[config.mk]
export PLATFORM = sky130hd
export DESIGN_NAME = id_ex_hazard_stage
export DESIGN_NICKNAME = d
export VERILOG_FILES = /design/src/rtl/id_ex_hazard_stage.sv
export SDC_FILE = /design/constraint.sdc
export NUM_CORES = 1
export LEC_CHECK = 0
export BUFFER_PORTS_ARGS = -buffer_cell sky130_fd_sc_hd__buf_2
export CAP_MARGIN = 10
export CORE_AREA = 2 2 135 137
export DETAILED_ROUTE_END_ITERATION = 8
export DIE_AREA = 0 0 137 139
export GPL_ROUTABILITY_DRIVEN = 0
export PLACE_DENSITY = 0.71
export SLEW_MARGIN = 10
export SYNTH_ARGS = -nofsm -noshare
export SYNTH_HDL_FRONTEND = slang
export SYNTH_SLANG_ARGS = --single-unit
export TNS_END_PERCENT = 20
[constraint.sdc]
create_clock -name clk -period 6.2 [get_ports clk]
set_input_delay 0.62 -clock clk [delete_from_list [all_inputs] [get_ports clk]]
set_output_delay 0.62 -clock clk [all_outputs]
set_load 0.01 [all_outputs]
[src/rtl/id_ex_hazard_stage.sv]
// id_ex_hazard_stage: DLX decode operand formation, load-use hazard detection and ID/EX register
module id_ex_hazard_stage #(
    parameter int SIZE     = 32,
    parameter int CTRL_W   = 16,
    parameter int REG_AW   = 5,
    parameter int LINK_REG = 31
) (
    input  logic              clk,
    input  logic              reset,
    input  logic              if_valid,
    input  logic [0:31]       instr,
    input  logic [0:SIZE-1]   nextPC_in,
    input  logic [0:SIZE-1]   busA_in,
    input  logic [0:SIZE-1]   busB_in,
    input  logic [0:CTRL_W-1] ctrl_in,
    input  logic              rtype,
    input  logic              pc_to_reg,
    input  logic              ext_op,
    input  logic              lhi_op,
    input  logic              jump,
    input  logic              mem_write,
    input  logic              mem_to_reg,
    input  logic              reg_write,
    input  logic              flush,
    input  logic              ex_stall,
    output logic              stall_if,
    output logic              ex_valid,
    output logic [0:SIZE-1]   nextPC_out,
    output logic [0:SIZE-1]   busA_out,
    output logic [0:SIZE-1]   busB_out,
    output logic [0:SIZE-1]   store_out,
    output logic [0:SIZE-1]   imm26_out,
    output logic [0:CTRL_W-1] ctrl_out,
    output logic              ex_mem_to_reg,
    output logic              ex_reg_write,
    output logic              ex_mem_write,
    output logic [0:REG_AW-1] destReg
);
    logic [0:REG_AW-1] rs1, rs2, rd, dest;
    logic [0:SIZE-1]   imm_z, imm_s, imm26, op_a, op_b;
    logic              use_rs1, use_rs2, haz, ld, unused_opcode;

    assign unused_opcode = ^instr[0:5];
    assign rs1   = instr[11-REG_AW:10];
    assign rs2   = instr[16-REG_AW:15];
    assign rd    = instr[21-REG_AW:20];
    assign imm_z = {{(SIZE-16){1'b0}}, instr[16:31]};
    assign imm_s = {{(SIZE-16){instr[16]}}, instr[16:31]};
    assign imm26 = {{(SIZE-26){instr[6]}}, instr[6:31]};
    // LHI feeds the shifter: immediate on A, constant shift of 16 on B
    assign op_a  = lhi_op ? imm_z : busA_in;
    assign op_b  = lhi_op ? SIZE'(16) : rtype ? busB_in : ext_op ? imm_s : imm_z;
    assign dest  = pc_to_reg ? REG_AW'(LINK_REG) : rtype ? rd : rs2;

    assign use_rs1  = !lhi_op && !(jump && !rtype);
    assign use_rs2  = rtype || mem_write;
    assign haz      = if_valid && ex_valid && ex_mem_to_reg && destReg != '0 &&
                      ((use_rs1 && rs1 == destReg) || (use_rs2 && rs2 == destReg));
    assign stall_if = haz || ex_stall;
    // flush and hazard both resolve to a zeroed bubble; ex_stall alone holds
    assign ld       = if_valid && !flush && !haz;

    always_ff @(posedge clk or posedge reset) begin
        if (reset) begin
            ex_valid      <= 1'b0;
            nextPC_out    <= '0;
            busA_out      <= '0;
            busB_out      <= '0;
            store_out     <= '0;
            imm26_out     <= '0;
            ctrl_out      <= '0;
            ex_mem_to_reg <= 1'b0;
            ex_reg_write  <= 1'b0;
            ex_mem_write  <= 1'b0;
            destReg       <= '0;
        end else if (flush || !ex_stall) begin
            ex_valid      <= ld;
            nextPC_out    <= ld ? nextPC_in : '0;
            busA_out      <= ld ? op_a : '0;
            busB_out      <= ld ? op_b : '0;
            store_out     <= ld ? busB_in : '0;
            imm26_out     <= ld ? imm26 : '0;
            ctrl_out      <= ld ? ctrl_in : '0;
            ex_mem_to_reg <= ld && mem_to_reg;
            ex_reg_write  <= ld && reg_write;
            ex_mem_write  <= ld && mem_write;
            destReg       <= ld ? dest : '0;
        end
    end
endmodule

==> results.py <==
metrics = {
    "layout": {
        "fin_area_mm2": 0.00941,
        "multiInputGateArea_mm2": 0.00228,
        "drive_gt1_frac": 0.466,
        "area_growth_syn_to_layout_pct": 33.5,
        "seq_area_mm2": 0.00448,
        "nFillCells": 1575,
        "nNetsFinal": 996,
    },
    "synth": {
        "yosysSeqAreaShare": 0.636,
        "synth_edf_count": 0,
        "syn-mean-instance-area_um2": 13.3,
        "yosys_warnings": 0,
        "synthFlopType": "dfrtp_1",
        "ys_ff_latch": 179,
        "netlist_area_mm2": 0.00705,
        "synth_nets": 686,
        "ys_types": 28,
        "synthArstFlopShare": 1.00,
        "synthCells": 529,
    },
    "timing": {
        "fmax_mhz": 345,
        "tns_ns": 0,
        "tightest_slew_ns": 1.12,
        "clock_skew_ns": 0.0133,
        "slew_headroom": 0.254,
        "rsz0062_at_grt": "false",
        "whs_ns": 0.224,
        "maxSlewViolCount": 0,
        "fin_crit_ns": 2.90,
        "finalCritPeriodShare": 0.467,
        "setup_violations": 0,
        "layout_setup_ws_ns": 3.30,
        "hold_viol_final": 0,
    },
    "floorplanning": {
        "die_h_um": 139,
        "rows": 49,
        "die_x_um": 137,
        "start_util": 0.399,
        "io_pins": 343,
        "dieArea_mm2": 0.0190,
        "coreArea_mm2": 0.0177,
    },
    "power_and_ir_drop": {
        "total_leakage_power_nw": 5.23,
        "peakVddDrop_uv": 182,
        "powerDensity_mw_per_mm2": 275,
        "power.total_w": 0.00259,
    },
    "clocking": {
        "cts_setup_buffers": 0,
        "cts.clk_slew.worst_paths_ns": 0.07,
        "root_buffer": "clkbuf_16",
        "clock_path_buffers": 2,
        "hold_buffers": 0,
        "clock-sinks": 179,
        "cts-resized-gates": 0,
        "clock_latency_ns": 0.42,
        "h-tree-depth": 4,
        "cts_tree": "yes",
        "numCtsBuffers": 17,
    },
    "worst_setup_path": {
        "crit_slowest_cell": "a21oi_4",
        "endpoint_kind": "register",
        "path_cells": "buf_2, a211o_1, o22ai_2, a21oi_4, buf_4, a22o_1",
        "crit_fanout": 59,
        "max_stage_delay_ns": 0.81,
        "critical_path_class": "in -> reg",
        "worst-endpoint-required_ns": 6.55,
        "cp.arrival_ns": 3.25,
        "worstSetupStartpointType": "primary input",
    },
    "placement": {
        "io_buffers": 336,
        "dp_hpwl_mm": 14.3,
        "placed_cell_area_mm2": 0.00880,
        "post-place-ws_ns": 2.88,
    },
    "global_routing": {
        "grtUsageTotal": 0.214,
        "grt_pass1_vias": 5569,
        "grt_pass1_wl_mm": 31.4,
        "grt_max_degree": 94,
        "antenna_found_initial": 2,
        "overflow": 0,
    },
    "routing": {
        "vias_per_cell": 5.25,
        "ant_nets": 0,
        "routed_wl_mm": 20.6,
        "drc_errors": 0,
        "avgRoutedWirePerCell_um": 19.0,
        "drt-pass1-iter-count": 6,
        "drt-initial-drc-count": 215,
        "vias": 5691,
    },
    "run_status": {
        "outcome": "finished, final reports clean",
    },
    "job": {
        "maxCapViolCount": 0,
    },
    "min_path": {
        "hp-class": "in -> async",
    },
}
==> report_power, final <==
part,internal [W],switching (W)
registers,0.00121,0.0000250
logic,0.000114,0.000153
clock network,0.000585,0.000503
==> final timing paths <==
kind                       cells after the start  slack (ns)                          to                      from
max                                            6        3.30    busA_out[24]$_DFFE_PP0P_                    lhi_op
min                                            2        0.22     busA_out[9]$_DFFE_PP0P_                     reset
max reg2reg                                    5        3.41    busA_out[24]$_DFFE_PP0P_    destReg[4]$_DFFE_PP0P_
min reg2reg                                    2        0.48    busB_out[15]$_DFFE_PP0P_  busB_out[15]$_DFFE_PP0P_
max in group asynchronous                      3        4.67     ctrl_out[0]$_DFFE_PP0P_                     reset
min in group clk                               2        0.41  nextPC_out[18]$_DFFE_PP0P_             nextPC_in[18]
==> layout make-up <==
class / count / area share
sequential: 179 / 0.476
multi-input combinational: 296 / 0.243
timing repair buffer: 343 / 0.184
clock buffer: 18 / 0.0467
tap: 229 / 0.0305
clock inverter: 14 / 0.0177
inverter: 2 / 0.00133
antenna: 2 / 0.000532
==> per-layer routing <==
layer | GRT usage | routed length, µm | up-vias
li1 | - | - | 2592
met1 | 0.279 | 8780 | 2863
met2 | 0.353 | 10200 | 217
met3 | 0.0534 | 1280 | 19
met4 | 0.0608 | 318 | 0
met5 | 0 | 0 | -
==> per-stage QoR <==
| step | util | instances |
|---|---|---|
| 4_1_cts | 0.533 | 1081 |
| 6_report | 0.533 | 1083 |
| 3_5_place_dp | 0.498 | 1049 |
| 2_1_floorplan | - | 529 |
| 5_1_grt | 0.533 | 1083 |
| 3_3_place_gp | 0.498 | 1049 |
==> worst max-delay path: cells and delay by family <==
family / cells / cell delay, ns
buffers and inverters: 2 / 1.14
AO/OA/AOI/OAI: 4 / 1.39
==> cells by family (layout without fill, tap and decap cells) <==
group,Yosys count,in the layout,synth area share
compound gates,209,209,0.234
flops,179,179,0.636
buf+inv,54,377,0.0424
simple gates,46,46,0.0284
mux,31,31,0.0469
xor+xnor,10,10,0.0124
other cells,0,2,0
==> layout by cell type, fill, tap and decap left out <==
| master | netlist | layout |
|---|---|---|
| buf_2 | 2 | 336 |
| dfrtp_1 | 179 | 179 |
| a22o_1 | 147 | 147 |
| o21ai_0 | 32 | 32 |
| nand2_1 | 32 | 32 |
| a21oi_1 | 17 | 17 |
| clkbuf_16 | 0 | 17 |
| mux2_2 | 16 | 16 |
| mux2i_1 | 15 | 15 |
| xnor2_1 | 9 | 9 |
| a211o_1 | 8 | 8 |
| buf_4 | 6 | 7 |
| nor2b_1 | 7 | 6 |
| inv_6 | 0 | 5 |
| clkinv_4 | 0 | 3 |
| clkinv_8 | 0 | 3 |
| diode_2 | 0 | 2 |
| nand4_1 | 2 | 2 |
| nor2_1 | 2 | 2 |
| a21o_1 | 2 | 2 |
| clkinvlp_4 | 0 | 2 |
| nor2b_4 | 0 | 1 |
| inv_2 | 1 | 1 |
| xor2_1 | 1 | 1 |
| o22ai_2 | 1 | 1 |
| nor3_1 | 1 | 1 |
| nand3_1 | 1 | 1 |
| a21oi_4 | 0 | 1 |
| and3_1 | 1 | 1 |
| a211oi_2 | 1 | 1 |
| clkbuf_8 | 0 | 1 |
| bufinv_16 | 0 | 1 |
| inv_8 | 0 | 1 |
==> cells in the mapped netlist (all sizes together) (2+ instances only) <==
cell type	n	area (µm²)
a21o	2	15.0
mux2i	15	150
nor2	2	7.51
o21ai	32	160
buf	18	160
mux2	16	180
dfrtp	179	4480
inv	2	7.50
a21oi	18	93.8
a22o	147	1290
a211o	8	70.1
xnor2	9	78.8
nand2	32	120
nand4	2	12.5
clkbuf	34	131
nor2b	7	43.8
(Power assumes the default switching activity.)
